### src/rtl/bram_load_sequencer.sv
// bram_load_sequencer
// Steers one valid/ready word stream from the PS into four BRAM write ports,
// filling weight, a, node-info and H-data memories in that order.
// Every memory is written from address 0 upward, and each memory gets a
// sticky load_done flag.
//
// Ports
//   clk, rst_n           clock; synchronous reset, active-high (1 = reset)
//   start                one-cycle pulse: latch counts, begin a sequence
//   cfg_*_cnt            words per memory (clamped to 2^ADDR_W)
//   s_vld/s_data/s_rdy   input word stream
//   wr_din/wr_addr       shared BRAM write data/address
//   *_ena                one-hot write enables
//   *_load_done          sticky per-memory done flags
//   busy                 a load region is active
//   all_done             one-cycle pulse after the final region completes
//
// state    | meaning
// ---------+---------------------------------------------------------
// ST_IDLE  | waiting for start, stream not accepted
// ST_WGT   | loading weight BRAM
// ST_A     | loading attention-vector BRAM
// ST_INFO  | loading node-info BRAM
// ST_HDATA | loading H-data BRAM
// ST_FIN   | sequence complete, all_done is issued on the exit edge
module bram_load_sequencer #(
  parameter int DIN_W  = 64,
  parameter int ADDR_W = 16,
  parameter int CNT_W  = 17
) (
  input  logic              clk,
  input  logic              rst_n,
  input  logic              start,
  input  logic [CNT_W-1:0]  cfg_wgt_cnt,
  input  logic [CNT_W-1:0]  cfg_a_cnt,
  input  logic [CNT_W-1:0]  cfg_info_cnt,
  input  logic [CNT_W-1:0]  cfg_hdata_cnt,
  input  logic              s_vld,
  input  logic [DIN_W-1:0]  s_data,
  output logic              s_rdy,
  output logic [DIN_W-1:0]  wr_din,
  output logic [ADDR_W-1:0] wr_addr,
  output logic              wgt_ena,
  output logic              a_ena,
  output logic              info_ena,
  output logic              hdata_ena,
  output logic              wgt_load_done,
  output logic              a_load_done,
  output logic              info_load_done,
  output logic              hdata_load_done,
  output logic              busy,
  output logic              all_done
);

  // Load state encoding is region index + 1, so ST_FIN doubles as
  // "region 4 = no region left".
  typedef enum logic [2:0] {
    ST_IDLE  = 3'd0,
    ST_WGT   = 3'd1,
    ST_A     = 3'd2,
    ST_INFO  = 3'd3,
    ST_HDATA = 3'd4,
    ST_FIN   = 3'd5
  } state_t;

  localparam logic [CNT_W-1:0] CNT_MAX   = CNT_W'(1) << ADDR_W;
  localparam logic [2:0]       NO_REGION = 3'd4;

  state_t            state;
  logic [ADDR_W-1:0] idx;
  logic [CNT_W-1:0]  cnt_q  [4];
  logic [CNT_W-1:0]  cfg_in [4];
  logic [3:0]        ena_q;
  logic [3:0]        done_q;
  logic [3:0]        nz_cfg;
  logic [3:0]        nz_q;
  logic [2:0]        cur;
  logic [2:0]        first_cfg;
  logic [2:0]        next_reg;
  logic              last_beat;
  logic              loading;

  // First region at or after 'from' with a nonzero count, else NO_REGION.
  function automatic logic [2:0] next_from(input logic [2:0] from, input logic [3:0] nz);
    logic [2:0] r;
    r = NO_REGION;
    for (int k = 3; k >= 0; k--) begin
      if ((3'(k) >= from) && nz[k]) r = 3'(k);
    end
    return r;
  endfunction

  // Regions lo..hi-1: the one just finished plus any zero-count regions skipped.
  function automatic logic [3:0] span_mask(input logic [2:0] lo, input logic [2:0] hi);
    logic [3:0] m;
    m = '0;
    for (int k = 0; k < 4; k++) begin
      if ((3'(k) >= lo) && (3'(k) < hi)) m[k] = 1'b1;
    end
    return m;
  endfunction

  function automatic logic [CNT_W-1:0] clamp_cnt(input logic [CNT_W-1:0] c);
    return (c > CNT_MAX) ? CNT_MAX : c;
  endfunction

  assign cfg_in[0] = cfg_wgt_cnt;
  assign cfg_in[1] = cfg_a_cnt;
  assign cfg_in[2] = cfg_info_cnt;
  assign cfg_in[3] = cfg_hdata_cnt;

  always_comb begin
    nz_cfg = '0;
    nz_q   = '0;
    for (int k = 0; k < 4; k++) begin
      nz_cfg[k] = (cfg_in[k] != '0);
      nz_q[k]   = (cnt_q[k] != '0);
    end
  end

  assign cur       = 3'(state) - 3'd1;
  assign first_cfg = next_from(3'd0, nz_cfg);
  assign next_reg  = next_from(cur + 3'd1, nz_q);
  // Counts are clamped, so the last index of a full region is 2^ADDR_W-1
  // and idx never needs to wrap.
  assign last_beat = (CNT_W'(idx) == (cnt_q[cur[1:0]] - CNT_W'(1)));
  assign loading   = (state == ST_WGT) || (state == ST_A) ||
                     (state == ST_INFO) || (state == ST_HDATA);

  always_ff @(posedge clk) begin
    if (rst_n) begin
      state    <= ST_IDLE;
      idx      <= '0;
      done_q   <= '0;
      ena_q    <= '0;
      wr_din   <= '0;
      wr_addr  <= '0;
      all_done <= 1'b0;
      for (int k = 0; k < 4; k++) cnt_q[k] <= '0;
    end else begin
      ena_q    <= '0;
      all_done <= 1'b0;
      case (state)
        ST_IDLE: begin
          if (start) begin
            for (int k = 0; k < 4; k++) cnt_q[k] <= clamp_cnt(cfg_in[k]);
            // Leading zero-count regions are complete before any beat.
            done_q <= span_mask(3'd0, first_cfg);
            idx    <= '0;
            state  <= state_t'(first_cfg + 3'd1);
          end
        end
        ST_WGT, ST_A, ST_INFO, ST_HDATA: begin
          if (s_vld) begin
            wr_din  <= s_data;
            wr_addr <= idx;
            ena_q   <= 4'b0001 << cur[1:0];
            if (last_beat) begin
              idx    <= '0;
              done_q <= done_q | span_mask(cur, next_reg);
              state  <= state_t'(next_reg + 3'd1);
            end else begin
              idx <= idx + 1'b1;
            end
          end
        end
        ST_FIN: begin
          all_done <= 1'b1;
          state    <= ST_IDLE;
        end
        default: state <= ST_IDLE;
      endcase
    end
  end

  assign s_rdy           = loading;
  assign busy            = loading;
  assign wgt_ena         = ena_q[0];
  assign a_ena           = ena_q[1];
  assign info_ena        = ena_q[2];
  assign hdata_ena       = ena_q[3];
  assign wgt_load_done   = done_q[0];
  assign a_load_done     = done_q[1];
  assign info_load_done  = done_q[2];
  assign hdata_load_done = done_q[3];

endmodule

### config.mk
export PLATFORM = sky130hd
export DESIGN_NAME = bram_load_sequencer
export DESIGN_NICKNAME = d
export VERILOG_FILES = /design/src/rtl/bram_load_sequencer.sv
export SDC_FILE = /design/constraint.sdc
export NUM_CORES = 1
export LEC_CHECK = 0
export CORE_MARGIN = 2
export CORE_UTILIZATION = 50
export CTS_BUF_LIST = sky130_fd_sc_hd__clkbuf_4 sky130_fd_sc_hd__clkbuf_8
export DETAILED_ROUTE_END_ITERATION = 10
export MAX_ROUTING_LAYER = met4
export PLACE_DENSITY = 0.81
export SLEW_MARGIN = 0
export SYNTH_ARGS = -nofsm -noshare
export SYNTH_HDL_FRONTEND = slang
export SYNTH_SLANG_ARGS = --single-unit
### constraint.sdc
create_clock -name clk -period 5.9 [get_ports clk]
set_clock_uncertainty 0.15 [all_clocks]
set_input_delay 1.475 -clock clk [delete_from_list [all_inputs] [get_ports clk]]
set_output_delay 1.475 -clock clk [all_outputs]
set_load 0.02 [all_outputs]
==> results.yml <==
synthesis:
  ys_ff_latch: 176
  synthesis.nets: 988
  ys_async_sr_fraction_pct: 0
  synthFlopType: "dfxtp_1"
  syn_area_mm2: 0.00831
  synthDistinctLibCells: 60
  yosysTopAreaCell: "dfxtp_1"
  avgSynthCellArea_um2: 9.88
  synth.top_cells.by_area: "dfxtp_1 26%, edfxtp_1 25%, nand2_1 8.4%, a21oi_1 5.9%, and2_1 5.3%"
  synth_edf_count: 68
  ys_seq_area_share_pct: 50.6
  synthCells: 841
  ys_warn_count: 0
  synth_top_area_share_pct: 26.0
placed_design:
  dpl.hpwl_um: 16600
  gp_congestion: 0.962
  io_buffers: 226
  post-place-ws_ps: 952
clocking:
  cts-root-buf: "clkbuf_8"
  cts.clk_slew.worst_paths_ps: 90
  postCtsHoldBufs: 0
  clock_latency_ps: 470
  htreeDepth: 4
  clk_path_buf_depth: 2
  cts_resized: 0
  cts_buffers: 17
  cts.sinks: 176
  post_cts_buffers: 0
  cts_tree: "done"
timing:
  worst_slew_pin_slew_ps: 1080
  period_share_pct: 85.8
  setup_viol: 0
  fin_ws_ps: 835
  relSlewSlack_pct: 27.9
  final.setup.tns_ps: 0
  rsz0062_at_grt: "false"
  hold_viol_final: 0
  final_max_slew_viol_count: 0
  max_freq_mhz: 197
  min_period_ps: 5060
power:
  switching_share_pct: 35.8
  p_int_mw: 2.43
  clockPowerShare_pct: 21.2
  p_leak_nw: 3.83
  comb_power_share_pct: 38.7
  ir_worst_vdd_uv: 221
  seq_power_share_pct: 40.1
  powerDensity_mw_per_mm2: 344
  p_switching_mw: 1.36
grt:
  grt_overflow: 0
  antenna_found_initial: 0
  grt_pass1_vias: 6695
  grt_max_degree: 91
  grt_usage_pct: 26.0
  grt_pass1_wl_um: 35000
route:
  ant_nets: 0
  drt_iter0_drc: 521
  first_pass_iters: 5
  post_drt_wl_per_cell_um: 17.2
  vias: 6960
  viasPerCell: 5.44
  route.detailed.drc: 0
  finalWirelength_um: 21900
setup_path:
  required_ps: 6090
  critPathLaunchType: "register"
  worst_setup_path_end_kind: "register"
  worstPathArrival_ps: 5250
  critPathMaxFanout: 15
  path_class: "reg -> reg"
layout:
  n_antenna_cell: 0
  fillers: 1279
  final_cell_mix: "225 x clkdlybuf4s50_1, 183 x nand2_1, 108 x dfxtp_1, 98 x a21oi_1, 70 x and2_1"
  layout.nets: 1194
  area_growth_pct: 32.3
  drive_above_1_share_pct: 6.42
  final_common_cell: "clkdlybuf4s50_1"
floorplanning:
  core-area_mm2: 0.0164
  die_height_um: 133
  die_area_mm2: 0.0177
  start_util_pct: 50.6
  ios: 227
  die_width_um: 133
  rows: 47
status:
  status: "finished, final reports clean"
min_path:
  hold_path.class: "reg -> reg"
flow_run:
  max-cap-violations: 0
==> critical path: stages, from the launching register on <==
cell,delay (ps)
dfxtp_1,440
inv_1,110
ha_1,500
mux4_1,440
inv_1,100
ha_1,180
inv_1,60
nor4_1,750
o21ai_0,430
mux2i_1,290
o2111ai_1,140
or4_1,470
o21ai_2,320
or2_1,150
buf_4,310
nor2_1,90
==> final cells by class <==
type                    count  area [um2]  share of cell area, %
clock inverters            11         116                   1.06
clock buffers              20         256                   2.33
well taps                 220         275                   2.50
flip-flops and latches    176        4200                   38.2
inverters                  14        52.6                  0.478
repair buffers            233        2310                   21.0
multi-input cells         605        3780                   34.4
==> cell usage after synthesis (all sizes together) (3+ instances only) <==
master	number
nand2	185
dfxtp	108
a21oi	98
and2	73
edfxtp	68
clkbuf	38
nor2	38
nor4	37
xnor2	20
mux4	17
xor2	15
inv	14
nand4	13
ha	11
nand3	11
nor3	10
buf	8
or3	7
o21ai	6
mux2	5
mux2i	5
o211ai	5
and3	4
o41ai	4
a211oi	3
a22o	3
o2111ai	3
o2bb2ai	3
or4	3
==> power groups by stage <==
stage / registers [mW] / clock network (mW) / logic [mW]
after floorplan: 1.58 / 0 / 1.01
after global placement: 1.54 / 0 / 1.43
after detailed placement: 1.54 / 0 / 1.46
after CTS: 1.51 / 0.818 / 1.46
after global routing: 1.53 / 0.870 / 1.61
final: 1.52 / 0.803 / 1.46
==> final timing paths <==
check	from	endpoint	slack, ps	depth (start not counted)
max	state[1]	idx[2]	840	15
min	wr_din[59]	wr_din[59]	310	2
max reg2reg	state[1]	idx[2]	840	15
min reg2reg	wr_din[59]	wr_din[59]	310	2
==> metrics by stage <==
step / instances / hold slack [ps] / cell area [um2] / util (%) / power, mW
finish: 1279 / 306 / 11000 / 67.0 / 3.78
CTS: 1279 / 308 / 11000 / 67.0 / 3.79
detailed placement: 1248 / 296 / 10600 / 64.7 / 3.00
global route: 1279 / 323 / 11000 / 67.0 / 4.01
floorplan: 841 / 307 / 8310 / - / 2.59
global placement: 1248 / 291 / 10600 / 64.7 / 2.97
==> kinds of logic (layout without fill, tap and decap cells) <==
family	after synthesis	count (layout)	synth area share, %
multiplexers	27	27	6.34
XOR/XNOR	35	35	3.69
buffers and inverters	60	278	3.98
AND/OR/NAND/NOR	394	394	24.0
AO/OA/AOI/OAI	138	138	9.77
flip-flops	176	176	50.6
adder cells (fa/ha/maj)	11	11	1.66
==> routing by layer <==
| metal | GRT usage, % | part of all wire, % | vias up |
|---|---|---|---|
| met5 | - | 0 | - |
| met4 | 10.1 | 2.9 | 0 |
| met3 | 6.48 | 8.0 | 51 |
| met2 | 42.0 | 49 | 322 |
| met1 | 31.5 | 40 | 3197 |
| li1 | - | - | 3390 |
==> registers in the layout, indices dropped and copies added, names as in the netlist <==
signal    flops
state         3
all_done      1
cnt_q        68
idx          16
wr_din       64
done_q        4
ena_q         4
wr_addr      16
Note: power is estimated with default switching activity, not from simulation.
